`src/rtl/rom_port_arbiter_if.sv`:
```
// rom_port_arbiter_if: bundles the fetch, debug and ROM-side signals of the
// instruction ROM port arbiter. The master modport is the requester/ROM side,
// the slave modport is the arbiter itself. owner_state exposes the arbiter's
// owner register for observation.
//
// Handshake: a requester raises its req with a stable address. The arbiter
// answers in the same cycle: fetch is told to hold by if_stall, and debug is
// told it was accepted by dbg_grant. Debug must keep dbg_req and dbg_addr
// stable until dbg_grant. The matching *_valid pulses exactly one cycle after
// the accepting cycle.
interface rom_port_arbiter_if;
  logic        if_req;
  logic [31:0] if_addr;
  logic        if_stall;
  logic        if_valid;
  logic [31:0] if_data;
  logic        dbg_req;
  logic [31:0] dbg_addr;
  logic        dbg_grant;
  logic        dbg_valid;
  logic [31:0] dbg_data;
  logic        dbg_err;
  logic [31:0] rom_addr;
  logic [31:0] rom_data;
  logic [1:0]  owner_state;

  modport master (
    output if_req, if_addr, dbg_req, dbg_addr, rom_data,
    input  if_stall, if_valid, if_data, dbg_grant, dbg_valid, dbg_data,
           dbg_err, rom_addr, owner_state
  );

  modport slave (
    input  if_req, if_addr, dbg_req, dbg_addr, rom_data,
    output if_stall, if_valid, if_data, dbg_grant, dbg_valid, dbg_data,
           dbg_err, rom_addr, owner_state
  );
endinterface

```
`src/rtl/rom_port_arbiter.sv`:
```
// rom_port_arbiter: shares the single synchronous ROM read port between the
// fetch stage and a debug read requester. Fetch has priority. When the macro
// ROM_ARB_STARVE_GUARD_EN is defined, a starvation counter forces a debug slot
// after STARVE_LIMIT consecutive denied debug cycles. When the macro is not
// defined, priority is strictly fetch-first.
// The owner register records who holds the one outstanding read, so that the
// returned word (one cycle latency) can be steered to that requester.
module rom_port_arbiter #(
  parameter int ADDR_WIDTH   = 8,
  parameter int STARVE_LIMIT = 4
) (
  input  logic           clock,
  input  logic           reset,
  rom_port_arbiter_if.slave bus
);

  typedef enum logic [1:0] {
    OWN_NONE    = 2'd0,
    OWN_IF      = 2'd1,
    OWN_DBG     = 2'd2,
    OWN_DBG_ERR = 2'd3
  } owner_t;

  owner_t      owner_q;
  owner_t      owner_d;
  logic [31:0] last_addr_q;
  logic [31:0] rom_addr_c;
  logic        force_dbg;
  logic        fetch_win;
  logic        dbg_win;
  logic        dbg_legal;

`ifdef ROM_ARB_STARVE_GUARD_EN
  logic [3:0] starve_q;

  assign force_dbg = (starve_q == 4'(STARVE_LIMIT));

  // Count consecutive denied debug cycles, saturating at the limit.
  always_ff @(posedge clock) begin
    if (reset) begin
      starve_q <= 4'd0;
    end else if (bus.dbg_req && !bus.dbg_grant) begin
      if (starve_q != 4'(STARVE_LIMIT)) starve_q <= starve_q + 4'd1;
    end else begin
      starve_q <= 4'd0;
    end
  end
`else
  assign force_dbg = 1'b0;
`endif

  // A debug address is legal when it is word aligned and inside the ROM.
  assign dbg_legal = (bus.dbg_addr[1:0] == 2'b00) &&
                     ((bus.dbg_addr >> (ADDR_WIDTH + 2)) == 32'd0);

  assign fetch_win     = bus.if_req && !(force_dbg && bus.dbg_req);
  assign dbg_win       = bus.dbg_req && !fetch_win;
  assign bus.if_stall  = bus.if_req && !fetch_win;
  assign bus.dbg_grant = dbg_win;
  assign bus.rom_addr  = rom_addr_c;

  // Choose the winner's address and the next owner. An illegal debug request
  // still takes the slot, but the ROM is not re-addressed.
  always_comb begin
    owner_d    = OWN_NONE;
    rom_addr_c = last_addr_q;
    if (fetch_win) begin
      owner_d    = OWN_IF;
      rom_addr_c = bus.if_addr;
    end else if (dbg_win) begin
      if (dbg_legal) begin
        owner_d    = OWN_DBG;
        rom_addr_c = bus.dbg_addr;
      end else begin
        owner_d    = OWN_DBG_ERR;
      end
    end
  end

  // Owner register and last issued address; reset drops any in-flight read.
  always_ff @(posedge clock) begin
    if (reset) begin
      owner_q     <= OWN_NONE;
      last_addr_q <= 32'd0;
    end else begin
      owner_q <= owner_d;
      if (owner_d == OWN_IF || owner_d == OWN_DBG) last_addr_q <= rom_addr_c;
    end
  end

  assign bus.owner_state = owner_q;
  assign bus.if_valid    = (owner_q == OWN_IF);
  assign bus.if_data     = (owner_q == OWN_IF) ? bus.rom_data : 32'd0;
  assign bus.dbg_valid   = (owner_q == OWN_DBG) || (owner_q == OWN_DBG_ERR);
  assign bus.dbg_err     = (owner_q == OWN_DBG_ERR);
  assign bus.dbg_data    = (owner_q == OWN_DBG) ? bus.rom_data : 32'd0;

endmodule

```
`src/flat_wrapper.sv`:
```
// flat-port wrapper written by rule: the top's interface ports become plain ports
module rom_port_arbiter_flat 
#(
  parameter int ADDR_WIDTH   = 8,
  parameter int STARVE_LIMIT = 4
)
  (clock, reset, bus_if_req, bus_if_addr, bus_dbg_req, bus_dbg_addr, bus_rom_data, bus_if_stall, bus_if_valid, bus_if_data, bus_dbg_grant, bus_dbg_valid, bus_dbg_data, bus_dbg_err, bus_rom_addr, bus_owner_state);
  rom_port_arbiter_if bus_i ();
  input  logic clock;
  input  logic reset;
  input wire logic [$bits(bus_i.if_req)-1:0] bus_if_req;
  input wire logic [$bits(bus_i.if_addr)-1:0] bus_if_addr;
  input wire logic [$bits(bus_i.dbg_req)-1:0] bus_dbg_req;
  input wire logic [$bits(bus_i.dbg_addr)-1:0] bus_dbg_addr;
  input wire logic [$bits(bus_i.rom_data)-1:0] bus_rom_data;
  output wire logic [$bits(bus_i.if_stall)-1:0] bus_if_stall;
  output wire logic [$bits(bus_i.if_valid)-1:0] bus_if_valid;
  output wire logic [$bits(bus_i.if_data)-1:0] bus_if_data;
  output wire logic [$bits(bus_i.dbg_grant)-1:0] bus_dbg_grant;
  output wire logic [$bits(bus_i.dbg_valid)-1:0] bus_dbg_valid;
  output wire logic [$bits(bus_i.dbg_data)-1:0] bus_dbg_data;
  output wire logic [$bits(bus_i.dbg_err)-1:0] bus_dbg_err;
  output wire logic [$bits(bus_i.rom_addr)-1:0] bus_rom_addr;
  output wire logic [$bits(bus_i.owner_state)-1:0] bus_owner_state;
  assign bus_i.if_req = bus_if_req;
  assign bus_i.if_addr = bus_if_addr;
  assign bus_i.dbg_req = bus_dbg_req;
  assign bus_i.dbg_addr = bus_dbg_addr;
  assign bus_i.rom_data = bus_rom_data;
  assign bus_if_stall = bus_i.if_stall;
  assign bus_if_valid = bus_i.if_valid;
  assign bus_if_data = bus_i.if_data;
  assign bus_dbg_grant = bus_i.dbg_grant;
  assign bus_dbg_valid = bus_i.dbg_valid;
  assign bus_dbg_data = bus_i.dbg_data;
  assign bus_dbg_err = bus_i.dbg_err;
  assign bus_rom_addr = bus_i.rom_addr;
  assign bus_owner_state = bus_i.owner_state;
  rom_port_arbiter #(.ADDR_WIDTH(ADDR_WIDTH), .STARVE_LIMIT(STARVE_LIMIT)) u_core (.clock(clock), .reset(reset), .bus(bus_i));
endmodule
```
`config.mk`:
```
export PLATFORM = sky130hd
export DESIGN_NAME = rom_port_arbiter_flat
export DESIGN_NICKNAME = d
export VERILOG_FILES = /design/src/rtl/rom_port_arbiter_if.sv /design/src/rtl/rom_port_arbiter.sv /design/src/flat_wrapper.sv
export SDC_FILE = /design/constraint.sdc
export NUM_CORES = 1
export LEC_CHECK = 0
export CORE_MARGIN = 3
export CORE_UTILIZATION = 30
export DETAILED_ROUTE_END_ITERATION = 10
export PLACE_DENSITY = 0.9
export RECOVER_POWER = 25
export SETUP_SLACK_MARGIN = 0.02
export SLEW_MARGIN = 20
export SYNTH_ARGS = -nofsm -noshare
export SYNTH_HDL_FRONTEND = slang
export SYNTH_SLANG_ARGS = --single-unit
```
`constraint.sdc`:
```
create_clock -name clock -period 6 [get_ports clock]
set_input_delay 1.2 -clock clock [delete_from_list [all_inputs] [get_ports clock]]
set_output_delay 1.2 -clock clock [all_outputs]
set_load 0.01 [all_outputs]
```
# After elaboration in Yosys (flattened, before gate mapping)
# Cells that the tools add are included.
# totals
ff_bits	34
wordCells	22
input_bits	100
# op_classes
muxes	8
n_eq_ne	5
n_reduce_logical	7
# ops
operator	n
2-to-1 mux 32 bit	5
logical NOT 32 bit	1
equality test 2 bit, second input constant	3
equality test 2 x 1 -> 1 bit, second input constant	2
2-to-1 mux 2 bit	2
logical AND 1 bit	2
logical NOT 2 bit	1
logical OR 1 bit	2
logical NOT 1 bit	1
2-to-1 mux 1 bit	1

# Depth between registers and ports, before layout
# logic_depth
word_depth	7
mapped_depth	5
ltp_nobuf	4

# Worst setup path before layout
# OpenSTA, ideal clock, no wires.
# synth_path
path_kind	input -> output
from	input port bus_dbg_addr[14]
to	output port bus_rom_addr[2]
path_stages	5
t_arrival_ns	2.667
n_path_buf	1
path_slack_ns	2.133
required_ns	4.800
path_cell_list	or4_4 -> or4_4 -> buf_6 -> o21ai_2 -> nand3_1
# synth_between
elab_chain_cells	5
# synth_rtl
item	line_no	rtl
start, declared	flat_wrapper.sv:14	input wire logic [$bits(bus_i.dbg_addr)-1:0] bus_dbg_addr;
logical NOT 32 bit	rom_port_arbiter.sv:54	((bus.dbg_addr >> (ADDR_WIDTH + 2)) == 32'd0);
logical AND 1 bit	rom_port_arbiter.sv:53	assign dbg_legal = (bus.dbg_addr[1:0] == 2'b00) &&
2-to-1 mux 32 bit	rom_port_arbiter.sv:71	if (dbg_legal) begin
2-to-1 mux 32 bit	rom_port_arbiter.sv:70	end else if (dbg_win) begin
2-to-1 mux 32 bit	rom_port_arbiter.sv:67	if (fetch_win) begin
end, declared	flat_wrapper.sv:23	output wire logic [$bits(bus_i.rom_addr)-1:0] bus_rom_addr;
# No other way between the ends.

# Final worst setup path
# layout_path
from	input port bus_dbg_addr[14]
to	output port bus_rom_addr[4]
# Same word-level chain as after synthesis.

==> results.toml <==
[layout]
layout.cells.most_common = "clkdlybuf4s50_1"
drive_gt1_frac = 0.0362
multiInputGateArea_um2 = 1360
flow.area_growth_from_synthesis_pct = 89.9
most_used_cells_in_the_layout_excluding_fill_and_tap_cells = "clkdlybuf4s50_1, and2_1, nand2_1"
final-seq-area_um2 = 681
layout.filler_cells = 704
fin_nets = 597

[clock_tree]
cts.path.max_buffers = 2
post_cts_buffers = 0
post_cts_resized = 0
cts_root_buffer = "clkbuf_8"
cts.hold.buffers_added = 0
cts_tree = "yes"
cts-buffers-inserted = 5
clk_pin_slew_worst_paths_ns = 0.07
cts.sinks = 34
cts-htree-levels = 2
clkLatencyLatePin_ns = 0.27

[detailed_routing]
routed_wire_length_mm = 8.63
drtPass1Iterations = 4
routed_length_per_instance_um = 14.5
route.vias.total = 2815
drt_first_iter_violations = 110
drc = 0
detail-route-antenna-nets = 0
vias_per_cell = 4.72

[worst_setup_path]
critical_path_required_ns = 4.80
arrival_ns = 3.75
endpoint_kind = "output pin"
path_class = "in -> out"
critPathMaxFanout = 32
setup.worst_path.start_class = "primary input"

[floorplan]
initial_util = 0.312
ios = 203
floorplan.die.width_um = 93.0
fp.dieArea_um2 = 8650
die_height_um = 93.0
num_rows = 31
fp.coreArea_um2 = 7290

[hold_path]
hold_path_class = "reg -> reg"

[synth]
synth-async-reset-ratio = 0
largest_cells_by_area_after_synthesis = "dfxtp_1, and2_1, o21ai_2"
synthesis.area_um2 = 2270
synth_flop_cell = "dfxtp_1"
synth.largest_area_cell = "dfxtp_1"
syn_avg_cell_area_um2 = 7.31
synth-seq-cells = 34
synth_nets = 411
seq_area_frac_synth = 0.300
yosys_warnings = 0
synth_enable_flop_cells = 0
yosysUniqueCellTypes = 23
post_synth_inst_count = 311
yosysTopAreaCellShare = 0.300

[timing]
final_max_slew_viol_count = 0
fmax_mhz = 202
layout_min_cycle_time_ns = 4.95
grt_setup_unrepaired = "false"
max_slew.worst_pin.slew_ns = 0.957
min_period_over_period = 0.824
timing.final.hold_violations = 0
slack_of_the_critical_path_ns = 1.05
timing.setup.tns_ns = 0
final_setup_violating_endpoints = 0
maxSlewHeadroom = 0.362
fin_skew_ns = 0

[job]
max_cap_violations = 0

[status]
status = "finished clean"

[placed_design]
gp_congestion = 0.836
hpwl_reported_at_the_end_of_detailed_placement_mm = 6.96
minimum_setup_slack_after_placement_ns = 0.991
count_of_input_and_output_buffers = 201

[grt]
grt_antenna_before_repair = 1
grt_usage = 0.188
number_of_global_route_vias_before_repair = 2808
global_route_wire_length_before_repair_mm = 13.1
grt_overflow_total = 0
maximum_number_of_pins_on_one_net_before_global_route_repair = 68

[pwr]
power.ir.vdd_worst_uv = 96.9
design_power_total_uw = 666
total_leakage_power_nw = 1.71
powerDensity_nw_per_um2 = 154
layout make-up:
cell class / instances / share of cell area
Antenna cell: 1 / 0.000580
Clock buffer: 6 / 0.0191
Clock inverter: 1 / 0.00696
Inverter: 1 / 0.000870
Multi-Input combinational cell: 250 / 0.316
Sequential cell: 34 / 0.158
Tap cell: 99 / 0.0287
Timing Repair Buffer: 205 / 0.470
cells by family (layout without fill, tap and decap cells):
logic type | after synthesis | in the layout | synth area share
other cells | 1 | 2 | 0.00165
flops | 34 | 34 | 0.300
simple gates | 183 | 183 | 0.441
buf+inv | 27 | 213 | 0.0562
compound gates | 66 | 66 | 0.202
flip-flops by register name, indices dropped and copies added, names as in the netlist:
name,count
u_core.last_addr_q,32
u_core.bus.owner_state,2
critical path, stage by stage:
cell	delay, ns
clkdlybuf4s50_1	0.39
or4_1	0.54
or4_4	0.69
o21ai_0	0.32
nand3_1	0.12
clkdlybuf4s50_1	0.49
metrics by stage:
stage          hold slack (ns)  instance area, um2  instances  utilization
5_1_grt                  0.636                4310        597        0.592
6_report                 0.579                4310        597        0.592
2_1_floorplan            0.550                2270        311            -
3_3_place_gp             0.557                4310        589        0.591
3_5_place_dp             0.569                4300        589        0.590
4_1_cts                  0.579                4420        596        0.606
synth_stat cells (2+ instances only):
cell type / instances
o21ai_0: 2
nor4_1: 4
or4_4: 2
clkbuf_1: 17
and2_1: 65
nand3_1: 8
o21ai_2: 30
a31oi_1: 8
dfxtp_1: 34
a21oi_1: 25
nor2_1: 2
nor2b_1: 34
buf_6: 3
nand4_1: 9
nand2_1: 56
buf_1: 5
final timing paths:
path / cells past startpoint / startpoint / end / slack (ns)
setup / recovery: 6 / bus_dbg_addr[14] / bus_rom_addr[4] / 1.05
hold / removal: 3 / u_core.last_addr_q[11] / u_core.last_addr_q[11] / 0.58
setup reg to reg: 3 / u_core.last_addr_q[4] / u_core.last_addr_q[4] / 5.14
hold reg to reg: 3 / u_core.last_addr_q[11] / u_core.last_addr_q[11] / 0.58
where the power goes:
group	internal, mW	switching, mW
Clock	0.133	0.0769
Combinational	0.135	0.0807
Sequential	0.238	0.00301
routing by layer:
layer	up-vias	wire length [um]	GRT usage
met5	-	0	0
met4	0	204	0.0659
met3	12	753	0.0499
met2	130	4520	0.365
met1	1267	3150	0.190
li1	1406	-	-
(Power assumes the default switching activity.)
